`config.mk`:
```
export PLATFORM = sky130hd
export DESIGN_NAME = hazard_ctrl_unit_flat
export DESIGN_NICKNAME = d
export VERILOG_FILES = /design/src/rtl/hazard_ctrl_unit_if.sv /design/src/rtl/hazard_ctrl_unit.sv /design/src/flat_wrapper.sv
export SDC_FILE = /design/constraint.sdc
export NUM_CORES = 1
export LEC_CHECK = 0
export ABC_CLOCK_PERIOD_IN_PS = 4490
export BUFFER_PORTS_ARGS = -buffer_cell sky130_fd_sc_hd__buf_4
export CAP_MARGIN = 10
export CORE_ASPECT_RATIO = 1.25
export CORE_MARGIN = 2
export CORE_UTILIZATION = 53
export CTS_CLUSTER_DIAMETER = 80
export DETAILED_ROUTE_END_ITERATION = 8
export PLACE_DENSITY_LB_ADDON = 0.12
export SYNTH_ARGS = -nofsm -noshare
export SYNTH_HDL_FRONTEND = slang
export SYNTH_SLANG_ARGS = --single-unit
export TNS_END_PERCENT = 10
```
`constraint.sdc`:
```
create_clock -name clk -period 4.49 [get_ports clk]
set_input_delay 0.898 -clock clk [delete_from_list [all_inputs] [get_ports clk]]
set_output_delay 0.898 -clock clk [all_outputs]
set_load 0.01 [all_outputs]
```
`src/rtl/hazard_ctrl_unit_if.sv`:
```
// rtl/hazard_ctrl_unit_if.sv - stage fields in, stall/flush/forward controls out
interface hazard_ctrl_unit_if;
  logic [4:0] Rs1D;
  logic [4:0] Rs2D;
  logic [4:0] Rs1E;
  logic [4:0] Rs2E;
  logic [4:0] RdE;
  logic       RegWriteE;
  logic [2:0] ResultSrcE;
  logic       MemWriteE;
  logic       PCSrcE;
  logic       dmem_ready;
  logic       StallF;
  logic       StallD;
  logic       FlushD;
  logic       StallE;
  logic       FlushE;
  logic       StallM;
  logic       FlushW;
  logic [1:0] ForwardAE;
  logic [1:0] ForwardBE;
  logic       mem_timeout;

  // Hazard unit side: reads pipeline-register fields, drives the controls.
  modport master (
    input  Rs1D, Rs2D, Rs1E, Rs2E, RdE, RegWriteE, ResultSrcE, MemWriteE, PCSrcE, dmem_ready,
    output StallF, StallD, FlushD, StallE, FlushE, StallM, FlushW, ForwardAE, ForwardBE, mem_timeout
  );

  // Datapath side: presents stage fields, obeys the controls.
  modport slave (
    output Rs1D, Rs2D, Rs1E, Rs2E, RdE, RegWriteE, ResultSrcE, MemWriteE, PCSrcE, dmem_ready,
    input  StallF, StallD, FlushD, StallE, FlushE, StallM, FlushW, ForwardAE, ForwardBE, mem_timeout
  );
endinterface

```
`src/rtl/hazard_ctrl_unit.sv`:
```
// rtl/hazard_ctrl_unit.sv - RV32 pipeline hazard control with dmem wait FSM
module hazard_ctrl_unit #(
  parameter logic [2:0] LOAD_SRC = 3'b001,
  parameter int         MAX_WAIT = 16,
  parameter int         CNT_W    = 5
) (
  input  logic                  clk,
  input  logic                  reset,
  hazard_ctrl_unit_if.master    hzBus
);

  typedef enum logic {RUN, MEM_WAIT} state_t;

  // Shadow of the M/W destination fields, kept here so forwarding does not
  // need the EX_MEM/MEM_WB registers routed back.
  logic [4:0]       RdM;
  logic [4:0]       RdW;
  logic             RegWriteM;
  logic             RegWriteW;
  logic             memM;
  state_t           state;
  logic [CNT_W-1:0] cnt;
  logic             memTimeout;

  logic isLoadE;
  logic memStall;
  logic lwStall;

  assign isLoadE  = (hzBus.ResultSrcE == LOAD_SRC);
  assign memStall = memM & ~hzBus.dmem_ready;
  assign lwStall  = isLoadE & hzBus.RegWriteE & (hzBus.RdE != 5'd0) &
                    ((hzBus.RdE == hzBus.Rs1D) | (hzBus.RdE == hzBus.Rs2D));

  function automatic logic [1:0] fwdSel(input logic [4:0] rs, input logic [4:0] rdM,
                                        input logic rwM, input logic [4:0] rdW, input logic rwW);
    logic [1:0] sel;
    sel = 2'b00;
    if (rwM && (rdM != 5'd0) && (rdM == rs))
      sel = 2'b10;
    else if (rwW && (rdW != 5'd0) && (rdW == rs))
      sel = 2'b01;
    return sel;
  endfunction

  // Stall/flush/forward decode; reset forces every control quiet immediately.
  always_comb begin
    hzBus.StallF    = 1'b0;
    hzBus.StallD    = 1'b0;
    hzBus.FlushD    = 1'b0;
    hzBus.StallE    = 1'b0;
    hzBus.FlushE    = 1'b0;
    hzBus.StallM    = 1'b0;
    hzBus.FlushW    = 1'b0;
    hzBus.ForwardAE = 2'b00;
    hzBus.ForwardBE = 2'b00;
    if (!reset) begin
      if (memStall) begin
        // Freeze everything up to M; a taken branch waits in EX until release.
        hzBus.StallF = 1'b1;
        hzBus.StallD = 1'b1;
        hzBus.StallE = 1'b1;
        hzBus.StallM = 1'b1;
        hzBus.FlushW = 1'b1;
      end else begin
        hzBus.StallF = lwStall;
        hzBus.StallD = lwStall;
        hzBus.FlushD = hzBus.PCSrcE;
        hzBus.FlushE = lwStall | hzBus.PCSrcE;
      end
      hzBus.ForwardAE = fwdSel(hzBus.Rs1E, RdM, RegWriteM, RdW, RegWriteW);
      hzBus.ForwardBE = fwdSel(hzBus.Rs2E, RdM, RegWriteM, RdW, RegWriteW);
    end
  end

  assign hzBus.mem_timeout = memTimeout;

  // Shadow pipe: advance with the datapath, or hold M and bubble W during a dmem wait.
  always_ff @(posedge clk or posedge reset) begin
    if (reset) begin
      RdM       <= 5'd0;
      RdW       <= 5'd0;
      RegWriteM <= 1'b0;
      RegWriteW <= 1'b0;
      memM      <= 1'b0;
    end else if (memStall) begin
      RdW       <= 5'd0;
      RegWriteW <= 1'b0;
    end else begin
      RdM       <= hzBus.RdE;
      RegWriteM <= hzBus.RegWriteE;
      memM      <= isLoadE | hzBus.MemWriteE;
      RdW       <= RdM;
      RegWriteW <= RegWriteM;
    end
  end

  // Dmem wait FSM: counts consecutive wait cycles and latches a sticky timeout.
  always_ff @(posedge clk or posedge reset) begin
    if (reset) begin
      state      <= RUN;
      cnt        <= '0;
      memTimeout <= 1'b0;
    end else begin
      case (state)
        RUN: begin
          if (memStall) begin
            state <= MEM_WAIT;
            cnt   <= CNT_W'(1);
          end
        end
        MEM_WAIT: begin
          if (memStall) begin
            if (cnt != CNT_W'(MAX_WAIT))
              cnt <= cnt + 1'b1;
            else
              memTimeout <= 1'b1;
          end else begin
            state <= RUN;
            cnt   <= '0;
          end
        end
      endcase
    end
  end

endmodule

```
`src/flat_wrapper.sv`:
```
// flat-port wrapper written by rule: the top's interface ports become plain ports
module hazard_ctrl_unit_flat 
#(
  parameter logic [2:0] LOAD_SRC = 3'b001,
  parameter int         MAX_WAIT = 16,
  parameter int         CNT_W    = 5
)
  (clk, reset, hzBus_Rs1D, hzBus_Rs2D, hzBus_Rs1E, hzBus_Rs2E, hzBus_RdE, hzBus_RegWriteE, hzBus_ResultSrcE, hzBus_MemWriteE, hzBus_PCSrcE, hzBus_dmem_ready, hzBus_StallF, hzBus_StallD, hzBus_FlushD, hzBus_StallE, hzBus_FlushE, hzBus_StallM, hzBus_FlushW, hzBus_ForwardAE, hzBus_ForwardBE, hzBus_mem_timeout);
  hazard_ctrl_unit_if hzBus_i ();
  input  logic clk;
  input  logic reset;
  input wire logic [$bits(hzBus_i.Rs1D)-1:0] hzBus_Rs1D;
  input wire logic [$bits(hzBus_i.Rs2D)-1:0] hzBus_Rs2D;
  input wire logic [$bits(hzBus_i.Rs1E)-1:0] hzBus_Rs1E;
  input wire logic [$bits(hzBus_i.Rs2E)-1:0] hzBus_Rs2E;
  input wire logic [$bits(hzBus_i.RdE)-1:0] hzBus_RdE;
  input wire logic [$bits(hzBus_i.RegWriteE)-1:0] hzBus_RegWriteE;
  input wire logic [$bits(hzBus_i.ResultSrcE)-1:0] hzBus_ResultSrcE;
  input wire logic [$bits(hzBus_i.MemWriteE)-1:0] hzBus_MemWriteE;
  input wire logic [$bits(hzBus_i.PCSrcE)-1:0] hzBus_PCSrcE;
  input wire logic [$bits(hzBus_i.dmem_ready)-1:0] hzBus_dmem_ready;
  output wire logic [$bits(hzBus_i.StallF)-1:0] hzBus_StallF;
  output wire logic [$bits(hzBus_i.StallD)-1:0] hzBus_StallD;
  output wire logic [$bits(hzBus_i.FlushD)-1:0] hzBus_FlushD;
  output wire logic [$bits(hzBus_i.StallE)-1:0] hzBus_StallE;
  output wire logic [$bits(hzBus_i.FlushE)-1:0] hzBus_FlushE;
  output wire logic [$bits(hzBus_i.StallM)-1:0] hzBus_StallM;
  output wire logic [$bits(hzBus_i.FlushW)-1:0] hzBus_FlushW;
  output wire logic [$bits(hzBus_i.ForwardAE)-1:0] hzBus_ForwardAE;
  output wire logic [$bits(hzBus_i.ForwardBE)-1:0] hzBus_ForwardBE;
  output wire logic [$bits(hzBus_i.mem_timeout)-1:0] hzBus_mem_timeout;
  assign hzBus_i.Rs1D = hzBus_Rs1D;
  assign hzBus_i.Rs2D = hzBus_Rs2D;
  assign hzBus_i.Rs1E = hzBus_Rs1E;
  assign hzBus_i.Rs2E = hzBus_Rs2E;
  assign hzBus_i.RdE = hzBus_RdE;
  assign hzBus_i.RegWriteE = hzBus_RegWriteE;
  assign hzBus_i.ResultSrcE = hzBus_ResultSrcE;
  assign hzBus_i.MemWriteE = hzBus_MemWriteE;
  assign hzBus_i.PCSrcE = hzBus_PCSrcE;
  assign hzBus_i.dmem_ready = hzBus_dmem_ready;
  assign hzBus_StallF = hzBus_i.StallF;
  assign hzBus_StallD = hzBus_i.StallD;
  assign hzBus_FlushD = hzBus_i.FlushD;
  assign hzBus_StallE = hzBus_i.StallE;
  assign hzBus_FlushE = hzBus_i.FlushE;
  assign hzBus_StallM = hzBus_i.StallM;
  assign hzBus_FlushW = hzBus_i.FlushW;
  assign hzBus_ForwardAE = hzBus_i.ForwardAE;
  assign hzBus_ForwardBE = hzBus_i.ForwardBE;
  assign hzBus_mem_timeout = hzBus_i.mem_timeout;
  hazard_ctrl_unit #(.LOAD_SRC(LOAD_SRC), .MAX_WAIT(MAX_WAIT), .CNT_W(CNT_W)) u_core (.clk(clk), .reset(reset), .hzBus(hzBus_i));
endmodule
```
# [Word-level counts from Yosys, hierarchy flattened]
# Cells that the tools add are included.
[word_totals] input_bits=34 reg_bits=20 word_cells=60 out_inout_bits=12
[classes] reduce_logical=11 bitwise_logic=10 mux=20 eq_ne=10 n_addsub=1
[ops] op="equality test 5 bit" count=6
[ops] op="2-to-1 mux 5 bit" count=4
[ops] op="nonzero test 5 bit" count=3
[ops] op="2-to-1 mux 1 bit" count=11
[ops] op="case mux 5 bit (2 select lines)" count=1
[ops] op="2-to-1 mux 2 bit" count=4
[ops] op="logical AND 1 bit" count=6
[ops] op="adder 5 x 1 -> 5 bit (second input constant)" count=1
[ops] op="!= test 5 bit (second input constant)" count=1
[ops] op="AND 1 bit" count=4
[ops] op="equality test 3 x 1 -> 1 bit (second input constant)" count=1
[ops] op="!= test 3 bit (second input constant)" count=1
[ops] op="inverter 1 bit" count=3
[ops] op="OR 1 bit" count=3
[ops] op="AND reduction 3 bit" count=1
[ops] op="!= test 2 x 1 -> 1 bit (second input constant)" count=1
[ops] op="AND reduction 2 bit" count=1

# [Logic depth before layout (Yosys ltp)]
[depth] word_depth=7 mapped_depth=6 depth_no_buf=6

# [Worst setup path before layout]
# OpenSTA, ideal clock, no wires.
[synth_timing] path_type="input to output" from="input port reset" to="output port hzBus_ForwardAE[0]" setup_slack_ps=1271 path_buffers=0 path_stages=4 arrival_time_ps=2321 t_required_ps=3592 path_cell_list="inv_1 o211ai_1 or4_1 nor4_2"
[synth_between] elab_chain_cells=1
[synth_rtl] item="start: declaration" line="flat_wrapper.sv:11" rtl="input logic reset;"
[synth_rtl] item="2-to-1 mux 2 bit" line="hazard_ctrl_unit.sv:56" rtl="if (!reset) begin"
[synth_rtl] item="end: declaration" line="flat_wrapper.sv:29" rtl="output wire logic [$bits(hzBus_i.ForwardAE)-1:0] hzBus_ForwardAE;"
# No other way between the ends.

# [Worst setup path in the final report]
[layout_timing] from="input port reset" to="output port hzBus_ForwardBE[0]"
[layout_between] elab_chain_cells=1
[layout_rtl] item="2-to-1 mux 2 bit" line="hazard_ctrl_unit.sv:56"
[layout_rtl] item="end: declaration" line="flat_wrapper.sv:30" rtl="output wire logic [$bits(hzBus_i.ForwardBE)-1:0] hzBus_ForwardBE;"
# No other way between the ends.

==> flow_metrics.py <==
metrics = {
    "outcome": {
        "status": "complete, no violations",
    },
    "global_route": {
        "grt_start_max_net_pins": 22,
        "grt_usage_pct": 24.11,
        "grt_overflow": 0,
        "grt_antenna_before_repair": 0,
        "grt_pass1_vias": 1220,
        "grt_pass1_wl_um": 4926,
    },
    "floorplan": {
        "fp.dieW_um": 48.09,
        "core.rowCount": 19,
        "coreArea_um2": 2258,
        "ios": 46,
        "dieArea_um2": 2842,
        "die-height_um": 59.11,
        "initial_core_util_pct": 57.01,
    },
    "finish": {
        "antenna_cells": 0,
        "fin_nets": 225,
        "synthToLayoutAreaGrowth_pct": 31.29,
        "final.fill_count": 175,
        "drive_gt1_share_pct": 28.72,
    },
    "clock_tree": {
        "clkTransAtPathRegs_ps": 120,
        "clock-root-buffer": "clkbuf_4",
        "clk_latency_ps": 310,
        "post-cts-setup-buffers": 0,
        "clockBufferDepth": 2,
        "cts_made_buffers": 3,
        "cts_resized": 0,
        "cts_sinks": 20,
        "cts_hold_buf": 0,
        "cts_tree": "built",
        "h-tree-depth": 1,
    },
    "timing": {
        "worst_slew_pin_slew_ps": 606.7,
        "rsz0062_at_grt": "false",
        "max_slew_margin_pct": 59.00,
        "drv_slew": 0,
        "worst_clock_skew_ps": 21.12,
        "setup_violations": 0,
        "timing.fmax_mhz": 334.7,
        "tns_ps": 0,
        "hold_violations": 0,
        "post-route-period-util_pct": 66.55,
        "period_needed_ps": 2988,
        "fin_hold_ws_ps": 482.4,
    },
    "synth": {
        "yosysTopAreaCell": "dfrtp_1",
        "ys.flop_type": "dfrtp_1",
        "synthDistinctLibCells": 33,
        "synthTopCellsByCount": "nand2_1, dfrtp_1, xor2_1",
        "synth_top_area_share_pct": 38.87,
        "synth.cell_area_um2": 1287,
        "netlist_top_cells_area": "dfrtp_1, xor2_1, xnor2_1, nand2_1, and2_1",
        "avgSynthCellArea_um2": 8.941,
        "ys_warn_count": 0,
        "syn_nets": 180,
        "ys_seq_area_share_pct": 38.87,
        "async_reset_ff_share_pct": 100.0,
        "synth_edf_count": 0,
        "yosysMostFrequentCell": "nand2_1",
        "syn_inst": 144,
        "ys_seq_elements": 20,
    },
    "power_and_ir_drop": {
        "power.total_w": 0.0004706,
        "total_leakage_power_nw": 0.8143,
        "power.density_nw_per_um2": 278.4,
        "peakVddDrop_mv": 0.1889,
    },
    "place": {
        "hpwlAfterDp_um": 2511,
        "finalWeightedCongestion": 0.7314,
        "portBuffers": 45,
    },
    "routing": {
        "via_count": 1182,
        "drt_iter0_drc": 17,
        "antenna_left": 0,
        "vias_per_cell": 5.397,
        "firstDrtPassIters": 4,
        "drt_wl_total_um": 2968,
        "avgRoutedWirePerCell_um": 13.55,
        "drc_errors": 0,
    },
    "setup_path": {
        "crit_type": "in2out",
        "cp.arrival_ps": 2090,
        "crit_required_ps": 3590,
        "end_kind": "output port",
        "cp-start-kind": "primary input",
        "path_max_fanout": 6,
    },
    "flow_run": {
        "drv_cap": 0,
    },
    "worst_hold_path": {
        "worstHoldPathType": "reg2reg",
    },
}
[cell families after synthesis]
kind of cell	Yosys count	synth area share, %
compound gates	16	7.873
xor+xnor	30	20.41
fa+ha+maj	2	1.943
buf+inv	10	3.790
flops	20	38.87
simple gates	66	27.11
[power breakdown]
part	internal (W)	switching, W	total [W]
Sequential	0.000195	0.0000187	0.000213
Combinational	0.0000589	0.0000538	0.000113
Clock	0.0000903	0.0000541	0.000144
Total	0.000344	0.000127	0.000471
[registers in the layout (all words and copies together) (netlist names)]
register and cells:
u_core.RdM 5, u_core.RdW 5, u_core.cnt 5, u_core.RegWriteM 1, u_core.RegWriteW 1, u_core.hzBus.mem_timeout 1, u_core.memM 1, u_core.state 1
[cell type report]
| cell class | count | area, um^2 | area share, % |
|---|---|---|---|
| inverters | 4 | 15.01 | 0.8882 |
| clock buffers | 3 | 22.52 | 1.332 |
| repair buffers | 46 | 345.3 | 20.43 |
| flip-flops and latches | 20 | 500.5 | 29.61 |
| well taps | 31 | 38.79 | 2.295 |
| clock inverters | 1 | 30.03 | 1.776 |
| multi-input cells | 114 | 738.2 | 43.67 |
[layer usage]
| metal | routed length (um) | track usage [%] |
|---|---|---|
| met1 | 1095 | 26.48 |
| met5 | 0 | 0 |
| met3 | 186 | 3.659 |
| met2 | 1650 | 45.33 |
| met4 | 36 | 6.564 |
[final timing paths]
kind / slack, ps / endpoint / cells after the start / start
worst max-delay path: 1500 / hzBus_ForwardBE[0] / 6 / reset
worst min-delay path: 480 / u_core.hzBus.mem_timeout$_DFFE_PP0P_ / 1 / u_core.hzBus.mem_timeout$_DFFE_PP0P_
worst max register to register: 2770 / u_core.cnt[1]$_DFFE_PP0P_ / 5 / u_core.cnt[0]$_DFFE_PP0P_
worst min register to register: 480 / u_core.hzBus.mem_timeout$_DFFE_PP0P_ / 1 / u_core.hzBus.mem_timeout$_DFFE_PP0P_
max in group asynchronous: 3560 / u_core.RdW[2]$_DFF_PP0_ / 3 / reset
min in group asynchronous: 690 / u_core.cnt[3]$_DFFE_PP0P_ / 3 / reset
[stage by stage]
stage	utilization, %	instances	setup slack, ps	cell area (um^2)
floorplan	-	144	1271	1287
global placement	72.52	215	1559	1638
detailed placement	72.52	215	1494	1638
CTS	74.85	219	1493	1690
global route	74.85	219	1405	1690
finish	74.85	219	1502	1690
[layout by cell type (no fill, tap or decap), types with 3 or more instances in the layout]
| master | netlist | routed |
|---|---|---|
| and2_1 | 5 | 5 |
| buf_4 | 3 | 46 |
| clkbuf_4 | 0 | 3 |
| dfrtp_1 | 20 | 20 |
| inv_1 | 4 | 4 |
| nand2_1 | 22 | 22 |
| nand3_1 | 6 | 6 |
| nor2_1 | 8 | 8 |
| nor2b_1 | 3 | 3 |
| nor3_1 | 5 | 5 |
| o21ai_0 | 6 | 6 |
| or4_1 | 4 | 4 |
| xnor2_1 | 10 | 10 |
| xor2_1 | 20 | 20 |
[worst max-delay path: stages]
cell and delay [ps]:
buf_4 140, inv_1 80, o211ai_1 110, or4_1 560
nor4_2 150, buf_4 160
No activity file was read; power rests on OpenSTA's default activity.
